==> config.mk <==
export PLATFORM = sky130hd
export DESIGN_NAME = superalu_muldiv_responder
export DESIGN_NICKNAME = d
export VERILOG_FILES = /design/src/rtl/superalu_muldiv_responder.sv
export SDC_FILE = /design/constraint.sdc
export NUM_CORES = 1
export LEC_CHECK = 0
export BUFFER_PORTS_ARGS = -buffer_cell sky130_fd_sc_hd__clkbuf_2
export CAP_MARGIN = 15
export CORE_ASPECT_RATIO = 1.1
export CORE_MARGIN = 2
export CORE_UTILIZATION = 45
export CTS_BUF_LIST = sky130_fd_sc_hd__clkbuf_4
export DETAILED_ROUTE_END_ITERATION = 12
export HOLD_SLACK_MARGIN = 0.03
export SYNTH_ARGS = -nofsm -noshare
export SYNTH_HDL_FRONTEND = slang
export SYNTH_SLANG_ARGS = --single-unit
==> constraint.sdc <==
create_clock -name CLK -period 9.8 [get_ports CLK]
set_input_delay 1.47 -clock CLK [delete_from_list [all_inputs] [get_ports CLK]]
set_output_delay 1.47 -clock CLK [all_outputs]
set_load 0.02 [all_outputs]
==> src/rtl/superalu_muldiv_responder.sv <==
// superalu_muldiv_responder
//   Responder side of the super-ALU start/done command interface. A rising
//   alu_start launches a command: shift-add multiply (9 iterations) or
//   restoring divide (20 iterations). The sqrt type, or no type bit, is
//   answered with an error. The result is returned on FOUT with a sticky
//   alu_is_done that drops once alu_start is seen low.
//   Optional build macro ALU_ROUND_EN: round half-up instead of truncating.
// Ports:
//   CLK         system clock, rising edge
//   RST         asynchronous active-high reset
//   X_IN        multiplicand / dividend
//   Y_IN        multiplier / divisor
//   alu_start   level request, launches on its rising edge
//   alu_type    [3]=multiply [2]=divide [1]=sqrt [0]=reserved
//   mode_type   scaling mode
//   FOUT        result, zero-extended
//   alu_is_done result valid, sticky
//   alu_err     divide-by-zero, saturation or unsupported type
module superalu_muldiv_responder #(
   parameter int unsigned MULTIPLICAND_WIDTH   = 9,
   parameter int unsigned MULTIPLIER_WIDTH     = 8,
   parameter int unsigned MULTIPLICATION_WIDTH = 12,
   parameter int unsigned DIVIDEND_WIDTH       = 12,
   parameter int unsigned QUOTIENT_WIDTH       = 9,
   parameter int unsigned MAX_WIDTH            = 13
) (
   input  logic                 CLK,
   input  logic                 RST,
   input  logic [MAX_WIDTH-1:0] X_IN,
   input  logic [MAX_WIDTH-1:0] Y_IN,
   input  logic                 alu_start,
   input  logic [3:0]           alu_type,
   input  logic [1:0]           mode_type,
   output logic [MAX_WIDTH-1:0] FOUT,
   output logic                 alu_is_done,
   output logic                 alu_err
);

   localparam int unsigned MCW      = MULTIPLICAND_WIDTH;
   localparam int unsigned MRW      = MULTIPLIER_WIDTH;
   localparam int unsigned PW       = MCW + MRW + 1;
   localparam int unsigned MSW      = 8 + MULTIPLICATION_WIDTH;
   localparam int unsigned DW       = DIVIDEND_WIDTH;
   localparam int unsigned NW       = DW + 8;
   localparam int unsigned QW       = QUOTIENT_WIDTH;
   localparam int unsigned QMAX     = (1 << QW) - 1;
   localparam int unsigned MUL_ITER = MCW;
   localparam int unsigned DIV_ITER = NW;
`ifdef ALU_ROUND_EN
   localparam int unsigned RND_ADD  = 128;
`else
   localparam int unsigned RND_ADD  = 0;
`endif

   localparam logic [2:0] S_IDLE = 3'd0;
   localparam logic [2:0] S_MUL  = 3'd1;
   localparam logic [2:0] S_DIV  = 3'd2;
   localparam logic [2:0] S_FIN  = 3'd3;
   localparam logic [2:0] S_HOLD = 3'd4;

   localparam logic [1:0] OP_NONE = 2'd0;
   localparam logic [1:0] OP_MUL  = 2'd1;
   localparam logic [1:0] OP_DIV  = 2'd2;

   logic [2:0]           state, state_nx;
   logic                 start_d;
   logic                 launch;
   logic [1:0]           op_r;
   logic [4:0]           cnt;
   logic [PW-1:0]        prod, mcand;
   logic [MRW:0]         mplier;
   logic [NW-1:0]        num, num_init;
   logic [DW-1:0]        dvsr, rem, rem_nx;
   logic [DW:0]          rem_sh;
   logic                 fits;
   logic                 rnd_up;
   logic [MSW-1:0]       mul_sum;
   logic [NW:0]          q_fin;
   logic [MAX_WIDTH-1:0] res_r, fin_val;
   logic                 err_r, fin_err;
   logic                 unused_ok;

   assign launch    = alu_start & ~start_d;
   assign unused_ok = ^{X_IN[MAX_WIDTH-1:DW], Y_IN[MAX_WIDTH-1:DW], alu_type[0], mul_sum[7:0]};

   // Dividend pre-scaled by the mode-selected shift
   always_comb begin
      num_init = NW'(X_IN[DW-1:0]) << 8;
      case (mode_type)
         2'b01:   num_init = NW'(X_IN[DW-1:0]) << 7;
         2'b10:   num_init = NW'(X_IN[DW-1:0]) << 6;
         default: num_init = NW'(X_IN[DW-1:0]) << 8;
      endcase
   end

   // One restoring-divide step; the quotient bit shifts into num's LSB
   always_comb begin
      rem_sh = {rem, num[NW-1]};
      fits   = (rem_sh >= {1'b0, dvsr});
      rem_nx = fits ? DW'(rem_sh - {1'b0, dvsr}) : rem_sh[DW-1:0];
   end

   // Completion value: scaling, rounding and saturation
   always_comb begin
`ifdef ALU_ROUND_EN
      rnd_up = ({rem, 1'b0} >= {1'b0, dvsr});
`else
      rnd_up = 1'b0;
`endif
      mul_sum = MSW'(prod) + MSW'(RND_ADD);
      q_fin   = (NW+1)'(num) + (NW+1)'(rnd_up);
      fin_val = res_r;
      fin_err = err_r;
      case (op_r)
         OP_MUL: begin
            fin_val = MAX_WIDTH'(mul_sum[MSW-1:8]);
            fin_err = 1'b0;
         end
         OP_DIV: begin
            if (q_fin > (NW+1)'(QMAX)) begin
               fin_val = MAX_WIDTH'(QMAX);
               fin_err = 1'b1;
            end else begin
               fin_val = MAX_WIDTH'(q_fin[QW-1:0]);
               fin_err = 1'b0;
            end
         end
         default: ;
      endcase
   end

   // Next-state logic; alu_start low aborts any operation in flight
   always_comb begin
      state_nx = state;
      case (state)
         S_IDLE: begin
            if (launch) begin
               if (alu_type[3])
                  state_nx = (mode_type == 2'b11) ? S_FIN : S_MUL;
               else if (alu_type[2])
                  state_nx = (Y_IN[DW-1:0] == '0) ? S_FIN : S_DIV;
               else
                  state_nx = S_FIN;
            end
         end
         S_MUL: begin
            if (!alu_start)                    state_nx = S_IDLE;
            else if (cnt == 5'(MUL_ITER - 1))  state_nx = S_FIN;
         end
         S_DIV: begin
            if (!alu_start)                    state_nx = S_IDLE;
            else if (cnt == 5'(DIV_ITER - 1))  state_nx = S_FIN;
         end
         S_FIN:   state_nx = alu_start ? S_HOLD : S_IDLE;
         S_HOLD:  if (!alu_start) state_nx = S_IDLE;
         default: state_nx = S_IDLE;
      endcase
   end

   always_ff @(posedge CLK or posedge RST) begin
      if (RST) begin
         state   <= S_IDLE;
         start_d <= 1'b0;
      end else begin
         state   <= state_nx;
         start_d <= alu_start;
      end
   end

   // Operand capture, iteration datapath and registered outputs
   always_ff @(posedge CLK or posedge RST) begin
      if (RST) begin
         op_r        <= OP_NONE;
         cnt         <= '0;
         prod        <= '0;
         mcand       <= '0;
         mplier      <= '0;
         num         <= '0;
         rem         <= '0;
         dvsr        <= '0;
         res_r       <= '0;
         err_r       <= 1'b0;
         FOUT        <= '0;
         alu_is_done <= 1'b0;
         alu_err     <= 1'b0;
      end else begin
         case (state)
            S_IDLE: begin
               if (launch) begin
                  alu_is_done <= 1'b0;
                  alu_err     <= 1'b0;
                  cnt         <= '0;
                  prod        <= '0;
                  mcand       <= PW'(X_IN[MCW-1:0]);
                  mplier      <= {(mode_type == 2'b01), Y_IN[MRW-1:0]};
                  num         <= num_init;
                  rem         <= '0;
                  dvsr        <= Y_IN[DW-1:0];
                  if (alu_type[3]) begin
                     // mode 11 bypasses iteration with a plain doubling
                     op_r  <= (mode_type == 2'b11) ? OP_NONE : OP_MUL;
                     res_r <= MAX_WIDTH'({X_IN[MCW-1:0], 1'b0});
                     err_r <= 1'b0;
                  end else if (alu_type[2]) begin
                     op_r  <= (Y_IN[DW-1:0] == '0) ? OP_NONE : OP_DIV;
                     res_r <= MAX_WIDTH'(QMAX);
                     err_r <= 1'b1;
                  end else begin
                     op_r  <= OP_NONE;
                     res_r <= '0;
                     err_r <= 1'b1;
                  end
               end
            end
            S_MUL: begin
               cnt <= cnt + 5'd1;
               if (mplier[0]) prod <= prod + mcand;
               mcand  <= mcand << 1;
               mplier <= mplier >> 1;
            end
            S_DIV: begin
               cnt <= cnt + 5'd1;
               rem <= rem_nx;
               num <= {num[NW-2:0], fits};
            end
            S_FIN: begin
               if (alu_start) begin
                  FOUT        <= fin_val;
                  alu_is_done <= 1'b1;
                  alu_err     <= fin_err;
               end
            end
            S_HOLD: begin
               if (!alu_start) alu_is_done <= 1'b0;
            end
            default: ;
         endcase
      end
   end

endmodule

* After elaboration in Yosys (flattened, before gate mapping)
Cells that the tools add are included.
** Cells by class
- Mux-type cells :: 44
- Bitwise gates (word level) :: 2
- Divide/modulo/power cells :: 0
- Eq/ne operators :: 17
- Shifts and indexed selects :: 0
- $mul :: 0
- Reductions and logical operators :: 17
- $add $sub $neg :: 3
- $lt $le $gt $ge :: 2
** Operators with widths (number)
- $pmux 20 s2 :: 2
- $pmux 18 s2 :: 2
- $mux 18 :: 3
- $mux 9 :: 3
- $pmux 13 s2 :: 1
- $mux 12 :: 2
- $pmux 12 s2 :: 1
- $mux 3 :: 7
- $gt 20x9->1 const B :: 1
- $mux 20 :: 1
- $add 18x18->18 :: 1
- $pmux 9 s2 :: 1
- $pmux 3 s5 :: 1
- $ge 13x12->1 :: 1
- $logic_not 12->1 :: 1
- $sub 12x12->12 :: 1
- $mux 10 :: 1
- $mux 2 :: 5
- $pmux 5 s2 :: 1
- $reduce_and 2->1 :: 5
- $mux 1 :: 9
- $ne 2x2->1 const B :: 4
- $reduce_and 4->1 :: 2
- $reduce_bool 2->1 :: 4
- other kinds (18) :: 25
** Word-level totals
- Bits in registers :: 129
- Memory bits (writable) :: 0
- Memories :: 0
- Output and inout port bits :: 15
- Word-level logic and storage cells :: 100
- ROM bits :: 0
- Bits of input ports :: 35
- Latch bits :: 0

* Logic depth before layout (Yosys ltp)
Gate-level depths: netlist of run 1.
- Word-level depth :: 6
- Gate-level depth with buffers :: 11
- Depth with buffers taken out :: 11

* Least setup slack after synthesis of run 1
No wires, ideal clock.
- Kind :: in2reg
- Start :: input alu_start
- End :: register num[1]
- Cell stages on the path :: 6
- Slack :: 6831 ps
- Path buffers :: 3
- Arrival time :: 2834 ps
- Path through :: clkbuf_1 nand2b_1 nor4_2 clkbuf_1 clkbuf_1 o21ai_0
** On the way
- Word-level cells in the longest chain between the ends :: 3
** Ends and longest elaborated chain
- from (decl) :: RTL line 31 : input logic alu_start,
- $and 1x1->1 :: RTL line 83 : assign launch = alu_start & ~start_d;
- $ne 2x2->1 (no line)
- $reduce_and 2->1 (no line)
- to (signal assigned) :: RTL line 196 : num <= num_init;
- to (signal assigned) :: RTL line 224 : num <= {num[NW-2:0], fits};
- to (decl) :: RTL line 72 : logic [NW-1:0] num, num_init;
Every way passes these cells.
A chain may end at the register's enable or synchronous reset.

* Worst setup path in the final report of run 1
- Start :: register dvsr[1]
- End :: register rem[1]
** On the way
- Word-level cells in the longest chain between the ends :: 3
** Ends and longest elaborated chain
- from (decl) :: RTL line 73 : logic [DW-1:0] dvsr, rem, rem_nx;
- from (signal assigned) :: RTL line 198 : dvsr <= Y_IN[DW-1:0];
- $sub 12x12->12 / $ge 13x12->1 (equally long branches) :: RTL line 100, 99
- $mux 12 * :: RTL line 100 : rem_nx = fits ? DW'(rem_sh - {1'b0, dvsr}) : rem_sh[DW-1:0];
- $pmux 12 s2 * :: RTL line 187 : case (state)
- to (signal assigned) :: RTL line 223 : rem <= rem_nx;
- to (decl) :: RTL line 73
Mark *: on every way between the ends. The rest lies on a longest branch, timed or not.

==> impl_summary.txt, run 1 <==
----------------------------------------------------
[Status]
  Outcome ... completed

[Floorplanning]
  Number of I/O pins ... 50
  Chip width ... 122 um
  Core region area ... 15100 sq um
  Initial standard-cell utilization of the core ... a little under half
  Total Die Area ... 16400 sq um
  Floorplan die height ... ~130 um
  Number of placement rows ... 47

[Power]
  Internal power contribution ... 1390 uW
  Share of power burned in combinational logic ... 45.8%
  Total leakage power ... 0.00362 uW
  Switching power as a share of total power ... around 42%
  Cell area power density ... 317 nW/um^2
  Maximum vdd ir drop ... between 0.1 and 0.15 mV
  NetSw ... 1030 uW
  Clk network pwr share ... 18.5%
  Part of the power in registers ... about 36%

[Synth]
  Flop and latch count out of synthesis ... 123
  Yosys cell types ... 59
  Proportion of register bits with asynchronous set or reset after synthesis ... 100%
  Mapped Avg Cell Area ... 8.67 sq um
  Gate Count Post-Synth ... 800
  Number of synthesized flops with an enable pin ... 0
  Syn. warnings ... 0
  Synth Cell Area ... between 6000 and 7000 sq um
  Main synth FF type ... sky130_fd_sc_hd__dfrtp_1
  Sequential area share after synthesis ... 44.4%

[Drt]
  Drc violations ... 0
  Topmost layer with routed signal wires ... met4
  Total Wirelength ... 17.3 mm
  Number of vias per cell ... 5.69
  First-pass iteration count of the detailed router ... 4
  Routed met2 length ... between 8 and 9 mm
  M1 WL ... 7.92 mm
  DRC violation total after the first TritonRoute iteration ... 432
  Overall via count from detail_route ... roughly 5900
  Routed length on met3 ... 750 um
  Post-detailed-route count of antenna-violating nets ... 0
  Final routed wire length divided by cell count ... around 17 um

[Timing]
  Relative slew margins ... 24.3%
  Final hold violation count ... 0
  Peak Freq ... 337 MHz
  Tightest Pin Transition ... 1.14 ns
  Number of setup violations in the final report ... 0
  Hold slack ... 0.487 ns
  Setup_tns ... 0 ns
  Final critical delay including setup and external delays ... slightly below 3 ns
  Final clock period utilization by the worst path ... a little under a third
  Setup repair after global routing missed its margin ... no
  Worst setup skew after layout ... around 0.015 ns
  Number of slew-limit violations in the final report ... 0

[Clock tree]
  Maximum clock insertion buffer count ... 2
  Post-CTS setup buffers ... 0
  Worst skew pair latency ... 0.54 ns
  Clock Pin Slew Worst Setup and Hold Paths ... around 0.12 ns
  Hold bufs inserted after CTS ... 0
  Cts repair resizes ... 0
  Clock root buffer master ... sky130_fd_sc_hd__clkbuf_4
  Num CTS Buffers ... 17
  Clk sink count ... ~120
  TritonCTS clock tree ... built
  Htree depth ... 4

[Global route]
  Combined global-route utilization of all metal layers ... approximately 22%
  Vias in the first global route ... 5715
  Wire length of the first global-routing pass ... 28.6 mm
  Number of antenna violations at the first check in global routing ... 1
  Maximum number of pins on one net before global-route repair ... slightly below 80
  Overflow after GRT ... 0

[Setup path]
  CP Max Fanout ... 14
  Worst Setup Start Kind ... flip-flop
  Critical path class ... reg -> reg
  Worst reg2reg path endpoint ... rem[1]
  Number of cell instances on the worst register-to-register path ... 10
  RR Startpoint ... dvsr[1]
  Startpoint of the most critical setup path ... dvsr[1]
  Cell at the slowest stage of the critical path ... sky130_fd_sc_hd__a21oi_2
  Cell with the most instances on the worst path ... sky130_fd_sc_hd__o21ai_0
  Biggest cell delay along the critical path ... between 0.7 and 0.8 ns
  Critical path endpoint category ... flip-flop
  Signal arrival time at the worst endpoint ... 3.43 ns
  Critical Path End ... rem[1]
  Required time at the endpoint of the critical path ... 10.26 ns
  Setup slack of the worst register-to-register path ... slightly below 7 ns
  Crit path cell chain ... inv_1, ha_1, nor2b_1, o21a_1, o21ai_0, a21oi_1, o311ai_1, a21oi_2, mux2_2, o21ai_0

[Place]
  Placed wire-length estimate after detailed placement ... between 10 and 15 mm
  I/O Buffers ... 42
  Routability congestion estimate from global placement ... 0.857

[Cells and area]
  Fill cell total of the finished layout ... 1528
  Fraction of final layout cells sized beyond drive strength 1 ... between 10% and 20%
  Highest-count cells in the layout ignoring fill and taps ... 151 x sky130_fd_sc_hd__nand2_1, 123 x sky130_fd_sc_hd__dfrtp_1, 92 x sky130_fd_sc_hd__o21ai_0
  Register area ... a little over 3000 sq um
  Area growth from synthesis to final layout ... 9.99%
  Most frequent standard cell in the layout excluding fill and tap cells ... sky130_fd_sc_hd__nand2_1
  Area taken by multi-input logic gates ... 3570 sq um
  NumNets Final ... between 800 and 900

[Hold path]
  Worst hold path class ... reg -> reg

[Run]
  Max-Cap Viols ... 0

----------------------------------------------------
-- cell families (layout without fill, tap and decap cells) --
family / Yosys count / count (layout) / synth area share, %
other: 1 / 4 / 0.0541
buffers and inverters: 78 / 110 / 4.46
muxes: 12 / 12 / 1.75
xor gates and xnor gates: 20 / 20 / 2.53
and+or+nand+nor: 291 / 291 / 18.2
adders and majority gates: 38 / 38 / 7.07
AOI/OAI and AO/OA: 237 / 237 / 21.6
DFF: 123 / 123 / 44.4
-- Yosys cell counts, types with 5 or more instances --
cell	count	area share (%)
sky130_fd_sc_hd__nand2b_1	6	0.54
sky130_fd_sc_hd__o21a_1	7	0.76
sky130_fd_sc_hd__clkbuf_1	40	2.2
sky130_fd_sc_hd__nor3_1	10	0.72
sky130_fd_sc_hd__nor2b_1	5	0.45
sky130_fd_sc_hd__nand2_1	152	8.2
sky130_fd_sc_hd__a21oi_1	40	2.9
sky130_fd_sc_hd__nand3_1	40	2.9
sky130_fd_sc_hd__a21o_1	7	0.76
sky130_fd_sc_hd__a22oi_1	36	3.9
sky130_fd_sc_hd__ha_1	36	6.5
sky130_fd_sc_hd__inv_1	30	1.6
sky130_fd_sc_hd__dfrtp_1	123	44
sky130_fd_sc_hd__a211oi_1	13	1.4
sky130_fd_sc_hd__xnor2_1	10	1.3
sky130_fd_sc_hd__o21ai_0	92	6.6
sky130_fd_sc_hd__nor2_1	54	2.9
sky130_fd_sc_hd__mux2i_1	11	1.6
sky130_fd_sc_hd__xor2_1	10	1.3
sky130_fd_sc_hd__nor4_1	5	0.45
-- per-stage QoR --
stage / cell area (sq um) / worst slack (ns) / power, uW / instances / utilization [%]
after global routing: 7630 / 6.54 / 2620 / 1031 / 50.7
after global placement: 7260 / 6.26 / 1940 / 997 / 48.2
after floorplan: 6940 / 5.06 / 1700 / 802 / -
final: 7630 / 6.83 / 2420 / 1031 / 50.7
after detailed placement: 7260 / 6.16 / 1980 / 997 / 48.2
after CTS: 7620 / 6.75 / 2430 / 1029 / 50.6
-- layer usage --
metal | up-vias | track usage [%]
met5 | - | 0
met4 | 0 | 7.28
met3 | 22 | 5.40
met2 | 115 | 37.0
met1 | 2857 | 29.0
li1 | 2870 | -
-- power by group through the flow --
stage | logic [uW] | clock network (uW) | registers, uW
finish | 1110 | 449 | 864
global route | 1240 | 486 | 888
CTS | 1110 | 461 | 862
detailed placement | 1100 | 0 | 872
global placement | 1070 | 0 | 865
floorplan | 864 | 0 | 838
-- how the worst min path moves through the flow --
stage	startpoint	endpoint	slack (ns)	cells after the start
6_report	mplier[6]	mplier[5]	0.49	2
5_1_grt	mplier[1]	mplier[1]	0.52	2
4_1_cts	res_r[0]	res_r[0]	0.50	2
3_5_place_dp	res_r[0]	res_r[0]	0.47	2
3_3_place_gp	res_r[9]	res_r[9]	0.46	2
2_1_floorplan	res_r[9]	res_r[9]	0.44	2
-- registers in the layout (all words and copies together) (netlist names) --
name         flops
num             20
op_r             2
alu_err          1
FOUT            10
rem             12
mcand           18
start_d          1
cnt              5
alu_is_done      1
res_r           10
state            3
prod            18
mplier           9
dvsr            12
err_r            1
-- cell type report --
type,count,area share (%)
timing repair buffer,48,3.35
sequential,123,40.3
clock buffer,18,1.77
inverter,30,1.51
tap,196,3.21
clock inverter,14,2.95
multi-input combinational,601,46.8
antenna,1,0.0328
-- worst max-delay path, delay by kind of cell (launching register included) --
kind / cells / cell delay [ns]
buffers and inverters: 1 / 0.07
AND/OR/NAND/NOR: 1 / 0.14
multiplexers: 1 / 0.41
AO/OA/AOI/OAI: 6 / 1.61
adder cells (fa/ha/maj): 1 / 0.29
flip-flops: 1 / 0.38
No activity file was read; power rests on OpenSTA's default activity.
==> run 2, diff against run 1 <==
- ABC_AREA: not set -> 1
- clock period: 9.8 -> 3 ns (I/O delays scaled with it)
==> run 2 against run 1 <==
- the flow now finishes with violations (hold timing)
- die area up 5.1%
- global-route usage down 0.051 points
- largest cell class unchanged
- combinational power increased to 4.1 times the previous value
- flip-flop and latch count stayed put
- sequential share of layout area decreased by 1.8 points
- power grew to 3.6 times the previous value
- critical path depth rose by 1
- utilization is 0.079 points lower
- hold slack got worse by 0.50 ns
- critical endpoint is now prod[12]
- clock power increased to 2.9 times the previous value
- synthesized cell count up 17%
==> impl_summary.txt, run 2 <==
----------------------------------------------------
[Status]
  Outcome ... finished with violations
  Failing checks ... hold timing

[Synth]
  Most frequent cells after synthesis ... 259 x sky130_fd_sc_hd__nand2_1, 125 x sky130_fd_sc_hd__inv_1, 123 x sky130_fd_sc_hd__dfrtp_1, 65 x sky130_fd_sc_hd__nand3_1, 63 x sky130_fd_sc_hd__o21ai_0
  Yosys cell types ... 47
  Number of synthesized flops with an enable pin ... 0
  Fraction of synthesized cell area taken by the top area cell type ... 42.2%
  Syn. warnings ... 0
  Gate Count Post-Synth ... 935
  Sequential area share after synthesis ... between 40% and 50%
  Flop and latch count out of synthesis ... 123
  Cell type with the largest total area after synthesis ... sky130_fd_sc_hd__dfrtp_1
  Most numerous cell in the Yosys netlist ... sky130_fd_sc_hd__nand2_1
  Proportion of register bits with asynchronous set or reset after synthesis ... 100%
  Synth Cell Area ... 7300 sq um
  Ranking of synthesized cells by area ... sky130_fd_sc_hd__dfrtp_1 42%, sky130_fd_sc_hd__nand2_1 13%, sky130_fd_sc_hd__inv_1 6.4%
  Mapped Avg Cell Area ... slightly below 8 sq um
  Main synth FF type ... sky130_fd_sc_hd__dfrtp_1

[Global route]
  Most Crowded Layer GR ... met2
  Maximum number of pins on one net before global-route repair ... 124
  Number of antenna violations at the first check in global routing ... 1
  Overflow after GRT ... 0
  Combined global-route utilization of all metal layers ... 22.4%
  Vias in the first global route ... 6195
  GR met2 Demand/Resource ... a little under two fifths
  Global-route met3 utilization ... 3.96%
  Routing usage on met1 ... a little under a third
  Wire length of the first global-routing pass ... 30.8 mm

[Timing]
  Hold slack ... -0.0150 ns
  Number of slew-limit violations in the final report ... 0
  Final hold violation count ... 1
  Final critical delay including setup and external delays ... between 2 and 2.5 ns
  Peak Freq ... between 400 and 500 MHz
  Relative slew margins ... approximately half
  Worst setup skew after layout ... slightly above 0.02 ns
  Number of setup violations in the final report ... 0
  Setup_tns ... 0 ns
  Tightest Pin Transition ... 0.751 ns
  Setup repair after global routing missed its margin ... no
  Smallest setup slack after layout ... 0.789 ns
  Final clock period utilization by the worst path ... 73.7%

[Clock tree]
  Worst skew pair latency ... 0.55 ns
  TritonCTS clock tree ... built
  Htree depth ... 4
  Post-CTS setup buffers ... 0
  Maximum clock insertion buffer count ... 2
  Num CTS Buffers ... 17
  Clock root buffer master ... sky130_fd_sc_hd__clkbuf_4
  Hold bufs inserted after CTS ... 0
  Clock Pin Slew Worst Setup and Hold Paths ... 0.12 ns
  Cts repair resizes ... 0
  Clk sink count ... around 120

[Floorplanning]
  Number of placement rows ... 48
  Chip width ... between 100 and 150 um
  Initial standard-cell utilization of the core ... 46.2%
  Number of I/O pins ... 50
  Core region area ... approximately 16000 sq um
  Total Die Area ... 17300 sq um
  Floorplan die height ... 138 um

[Cells and area]
  Largest register by flop count ... num
  Fraction of final layout cells sized beyond drive strength 1 ... 11.2%
  Highest-count cells in the layout ignoring fill and taps ... 259 x sky130_fd_sc_hd__nand2_1, 124 x sky130_fd_sc_hd__inv_1, 123 x sky130_fd_sc_hd__dfrtp_1
  Fill cell total of the finished layout ... 1600
  Number of flip-flops under the largest register name ... 20
  Register area ... 3080 sq um
  Most frequent standard cell in the layout excluding fill and tap cells ... sky130_fd_sc_hd__nand2_1
  Area taken by multi-input logic gates ... 3580 sq um
  Post-layout util ... 50.6%
  Area growth from synthesis to final layout ... 9.50%
  Number of standard cells in the final layout excluding fillers ... approximately 1200
  NumNets Final ... 1051
  Largest registers ... num (20), mcand (18), prod (18)

[Drt]
  Total Wirelength ... 18.2 mm
  Number of vias per cell ... 5.30
  Drc violations ... 0
  Final routed wire length divided by cell count ... 15.3 um
  Overall via count from detail_route ... 6303
  DRC violation total after the first TritonRoute iteration ... 367
  Post-detailed-route count of antenna-violating nets ... 0
  First-pass iteration count of the detailed router ... 5

[Place]
  I/O Buffers ... 42
  Number of instances in the placed design ... approximately 1200
  Placed wire-length estimate after detailed placement ... 13.3 mm
  Routability congestion estimate from global placement ... between 0.8 and 0.9
  Placement-stage worst setup slack ... approximately 0.80 ns

[Setup path]
  CP Max Fanout ... 4
  Signal arrival time at the worst endpoint ... 2.66 ns
  Setup slack of the worst register-to-register path ... 0.79 ns
  Worst Setup Start Kind ... flip-flop
  Required time at the endpoint of the critical path ... around 3.5 ns
  Critical path endpoint category ... flip-flop
  Critical path class ... reg -> reg

[Power]
  Cell area power density ... 1080 nW/um^2
  Maximum vdd ir drop ... 0.603 mV
  Total leakage power ... 0.00406 uW

[Hold path]
  Worst hold path class ... in -> async

[Run]
  Max-Cap Viols ... 0

----------------------------------------------------
run 2: worst max-delay path, stage by stage, from the launching register on:
cell	delay, ns
sky130_fd_sc_hd__dfrtp_1	0.39
sky130_fd_sc_hd__ha_1	0.20
sky130_fd_sc_hd__inv_1	0.06
sky130_fd_sc_hd__fa_1	0.41
sky130_fd_sc_hd__o21ai_0	0.44
sky130_fd_sc_hd__nand2_1	0.11
sky130_fd_sc_hd__nand2_1	0.17
sky130_fd_sc_hd__nand2_1	0.11
sky130_fd_sc_hd__nand2_1	0.07
sky130_fd_sc_hd__nand2_1	0.05
sky130_fd_sc_hd__nand3_1	0.06
sky130_fd_sc_hd__nand2_1	0.05
run 2: per-layer routing:
layer	part of all wire, %	wire (um)
met2	48	8720
met4	2.0	363
met5	0	0
met1	47	8600
met3	2.6	481
run 2: report_power, final:
part           switching [uW]  total (uW)  internal (uW)
logic                    2870        4500           1620
clock network             637        1290            657
registers                 496        2870           2380
run 2: logic make-up (layout without fill, tap and decap cells):
logic type	Yosys count	in the layout	share of synthesized area, %
AO/OA/AOI/OAI	181	181	15.4
other	1	4	0.0514
AND/OR/NAND/NOR	417	417	25.4
flip-flops	123	123	42.2
buffers and inverters	163	215	8.88
XOR/XNOR	12	12	1.44
adder cells (fa/ha/maj)	38	38	6.72
run 2: worst paths after layout:
kind,endpoint,from,cells past startpoint
worst max-delay path,prod[12],mcand[0],11
worst min-delay path,prod[7],RST,3
worst max register to register,prod[12],mcand[0],11
worst min register to register,mplier[6],mplier[6],2
max in group asynchronous,FOUT[1],RST,3
min in group CLK,start_d,alu_start,1
run 2: cell type report:
type,instances,share of cell area [%]
antenna,1,0.0313
timing repair buffer,48,3.35
clock buffer,19,1.78
inverter,137,6.48
clock inverter,11,1.91
tap,200,3.13
multi-input combinational,651,44.8
sequential,123,38.5
run 2: stage by stage:
step | instance area (sq um) | total power, uW | hold WS [ns]
after floorplan | 7310 | 6350 | 0.446
after global placement | 7690 | 7360 | 0.466
after detailed placement | 7690 | 7410 | 0.469
after CTS | 7990 | 8710 | 0.0539
after global routing | 7990 | 9520 | 0.0651
final | 7990 | 8660 | -0.0150
==> run 3, diff against run 2 <==
- ABC_AREA: 1 -> 0
- clock period: 3 -> 2.1 ns (I/O delays scaled with it)
==> run 3 against run 2 <==
- the run ends with setup timing left
- via count rose by 1.8%
- sequential power rose by 40%
- design area rose by 9.9%
- combinational power rose by 55%
- clock-buffer cell count fell by 2
- non-clock buffer count rose by 110
- clock skew fell by 0.0021 ns
- hold slack improved by 0.098 ns
- register-to-register slack got worse by 1.1 ns
==> impl_summary.txt, run 3 (synthesis results as in run 1) <==
----------------------------------------------------
[Timing]
  Peak Freq ... 413 MHz
  Setup repair after global routing missed its margin ... yes
  Number of slew-limit violations in the final report ... 0
  Final hold violation count ... 0
  Tightest Pin Transition ... 0.625 ns
  Final clock period utilization by the worst path ... 115%
  Final critical delay including setup and external delays ... ~2.4 ns
  Smallest setup slack after layout ... -0.321 ns
  Hold slack ... 0.0833 ns
  Number of setup violations in the final report ... 21
  Relative slew margins ... between 50% and 60%
  Worst setup skew after layout ... 0.0182 ns

[Cells and area]
  Highest-count cells in the layout ignoring fill and taps ... 149 x sky130_fd_sc_hd__nand2_1, 123 x sky130_fd_sc_hd__dfrtp_1, 90 x sky130_fd_sc_hd__buf_4
  Finished layout cell area ... 8790 sq um
  Area growth from synthesis to final layout ... 26.7%
  Fraction of final layout cells sized beyond drive strength 1 ... 24.4%
  NumNets Final ... 1004
  Number of standard cells in the final layout excluding fillers ... 1141
  Number of flip-flops under the largest register name ... 20
  Largest registers ... num (20), mcand (18), prod (18)
  Most frequent standard cell in the layout excluding fill and tap cells ... sky130_fd_sc_hd__nand2_1
  Largest register by flop count ... num
  Fill cell total of the finished layout ... around 1400

[Global route]
  Number of antenna violations at the first check in global routing ... 1
  Overflow after GRT ... 0
  Vias in the first global route ... 6544
  Most Crowded Layer GR ... met2
  GR met2 Demand/Resource ... 42.1%
  Wire length of the first global-routing pass ... 32.3 mm
  Routing usage on met1 ... around 31%
  Global-route met3 utilization ... 5.44%
  Combined global-route utilization of all metal layers ... 25.1%
  Maximum number of pins on one net before global-route repair ... 57

[Drt]
  Overall via count from detail_route ... 6419
  First-pass iteration count of the detailed router ... 5
  DRC violation total after the first TritonRoute iteration ... about 470
  Drc violations ... 0
  Total Wirelength ... 19.2 mm
  Post-detailed-route count of antenna-violating nets ... 0
  Number of vias per cell ... 5.63
  Final routed wire length divided by cell count ... between 15 and 20 um

[Setup path]
  Critical path class ... reg -> reg
  Number of cell instances on the worst register-to-register path ... 9
  CP Max Fanout ... 3
  Worst Setup Start Kind ... flip-flop
  Required time at the endpoint of the critical path ... 2.57 ns
  Signal arrival time at the worst endpoint ... 2.89 ns
  RR Startpoint ... prod[5]
  Setup slack of the worst register-to-register path ... -0.32 ns
  Crit path cell chain ... ha_4, a21o_1, or3_4, o221ai_4, a21oi_2, o211ai_2, a21oi_2, or3_1, a32o_1
  Critical Path End ... prod[14]
  Startpoint of the most critical setup path ... prod[5]
  Worst reg2reg path endpoint ... prod[14]
  Critical path endpoint category ... flip-flop
  Cell at the slowest stage of the critical path ... sky130_fd_sc_hd__dfrtp_1
  Biggest cell delay along the critical path ... 0.44 ns
  Cell with the most instances on the worst path ... sky130_fd_sc_hd__a21oi_2

[Floorplanning]
  Total Die Area ... roughly 16000 sq um
  Core region area ... 15100 sq um
  Floorplan die height ... 134 um
  Number of I/O pins ... 50
  Chip width ... 122 um
  Initial standard-cell utilization of the core ... about 46%
  Number of placement rows ... 47

[Place]
  Area after DPL ... between 8000 and 9000 sq um
  Number of instances in the placed design ... around 1100
  Placed wire-length estimate after detailed placement ... 13.9 mm
  I/O Buffers ... 42
  Routability congestion estimate from global placement ... 0.884

[Clock tree]
  Num CTS Buffers ... 17
  TritonCTS clock tree ... built
  Clk sink count ... 123
  Htree depth ... 4
  Clock root buffer master ... sky130_fd_sc_hd__clkbuf_4
  Maximum clock insertion buffer count ... 2
  Clock Pin Slew Worst Setup and Hold Paths ... ~0.12 ns
  Worst skew pair latency ... roughly 0.58 ns

[Status]
  Outcome ... finished with violations
  Failing checks ... setup timing

[Run]
  Max-Cap Viols ... 0

[Power]
  Total leakage power ... 0.00420 uW
  Maximum vdd ir drop ... 0.860 mV
  Cell area power density ... 1470 nW/um^2

[Hold path]
  Worst hold path class ... in -> reg

----------------------------------------------------
-- run 3: cell types whose count changed in the layout (fill, tap and decap cells not counted), moves of 10 or more --
cell	delta
sky130_fd_sc_hd__dlygate4sd3_1	+15
sky130_fd_sc_hd__inv_1	-101
sky130_fd_sc_hd__nand3_1	-27
sky130_fd_sc_hd__o221ai_1	-13
sky130_fd_sc_hd__o22ai_1	-21
sky130_fd_sc_hd__buf_4	+85
sky130_fd_sc_hd__o21ai_0	+10
sky130_fd_sc_hd__mux2i_1	+11
sky130_fd_sc_hd__nor2_1	+10
sky130_fd_sc_hd__a22oi_1	+33
sky130_fd_sc_hd__nand2_1	-110
-- run 3: stage by stage --
| step | worst slack [ns] | utilization, % | power [uW] | TNS (ns) |
|---|---|---|---|---|
| final | -0.321 | 58.4 | 12900 | -3.01 |
| after global routing | -0.433 | 58.4 | 14000 | -5.45 |
| after CTS | -0.281 | 57.4 | 12700 | -2.89 |
| after detailed placement | -0.293 | 53.5 | 10500 | -3.31 |
| after global placement | -0.285 | 53.5 | 10300 | -2.61 |
| after floorplan | -0.160 | - | 8150 | -0.886 |
-- run 3: worst min path at each step --
stage	startpoint	cells after the start	endpoint
detailed placement	RST	2	dvsr[9]
floorplan	alu_start	0	start_d
global route	X_IN[0]	3	mcand[0]
CTS	X_IN[0]	3	mcand[0]
finish	X_IN[0]	3	mcand[0]
global placement	RST	2	dvsr[10]
-- run 3: layout make-up --
class	instances	area, sq um	share of cell area, %
diodes	1	2.50	0.0285
clock buffers	17	128	1.45
clock inverters	15	190	2.16
inverters	30	119	1.35
multi-input cells	601	3840	43.7
flip-flops and latches	123	3080	35.0
well taps	196	245	2.79
repair buffers	158	1190	13.5
-- run 3: layer usage --
metal / vias to the layer above / routed length, um / share of wire [%]
met5: - / 0 / 0
met4: 0 / 673 / 3.5
met3: 48 / 763 / 4.0
met2: 143 / 9540 / 50
met1: 3127 / 8230 / 43
li1: 3101 / - / -
-- run 3: worst max-delay path: cells and delay by family (launching register included) --
kind | cells | cell delay [ns]
compound gates | 6 | 0.98
simple gates | 2 | 0.64
flops | 1 | 0.44
fa+ha+maj | 1 | 0.26
-- run 3: what timing repair did --
| action | in CTS | in global routing |
|---|---|---|
| pin swaps | 19 | 18 |
| endpoints found under the hold margin | 33 | 0 |
| gates resized for setup | 29 | 21 |
| hold buffers | 15 | 0 |
| setup endpoints to repair | 20 | 23 |
| buffers inserted | 5 | 2 |
-- run 3: report_power, final --
part	total [uW]	internal (uW)	switching (uW)
clock	1880	848	1030
sequential	4010	3290	720
combinational	6980	3250	3740
total	12900	7390	5490
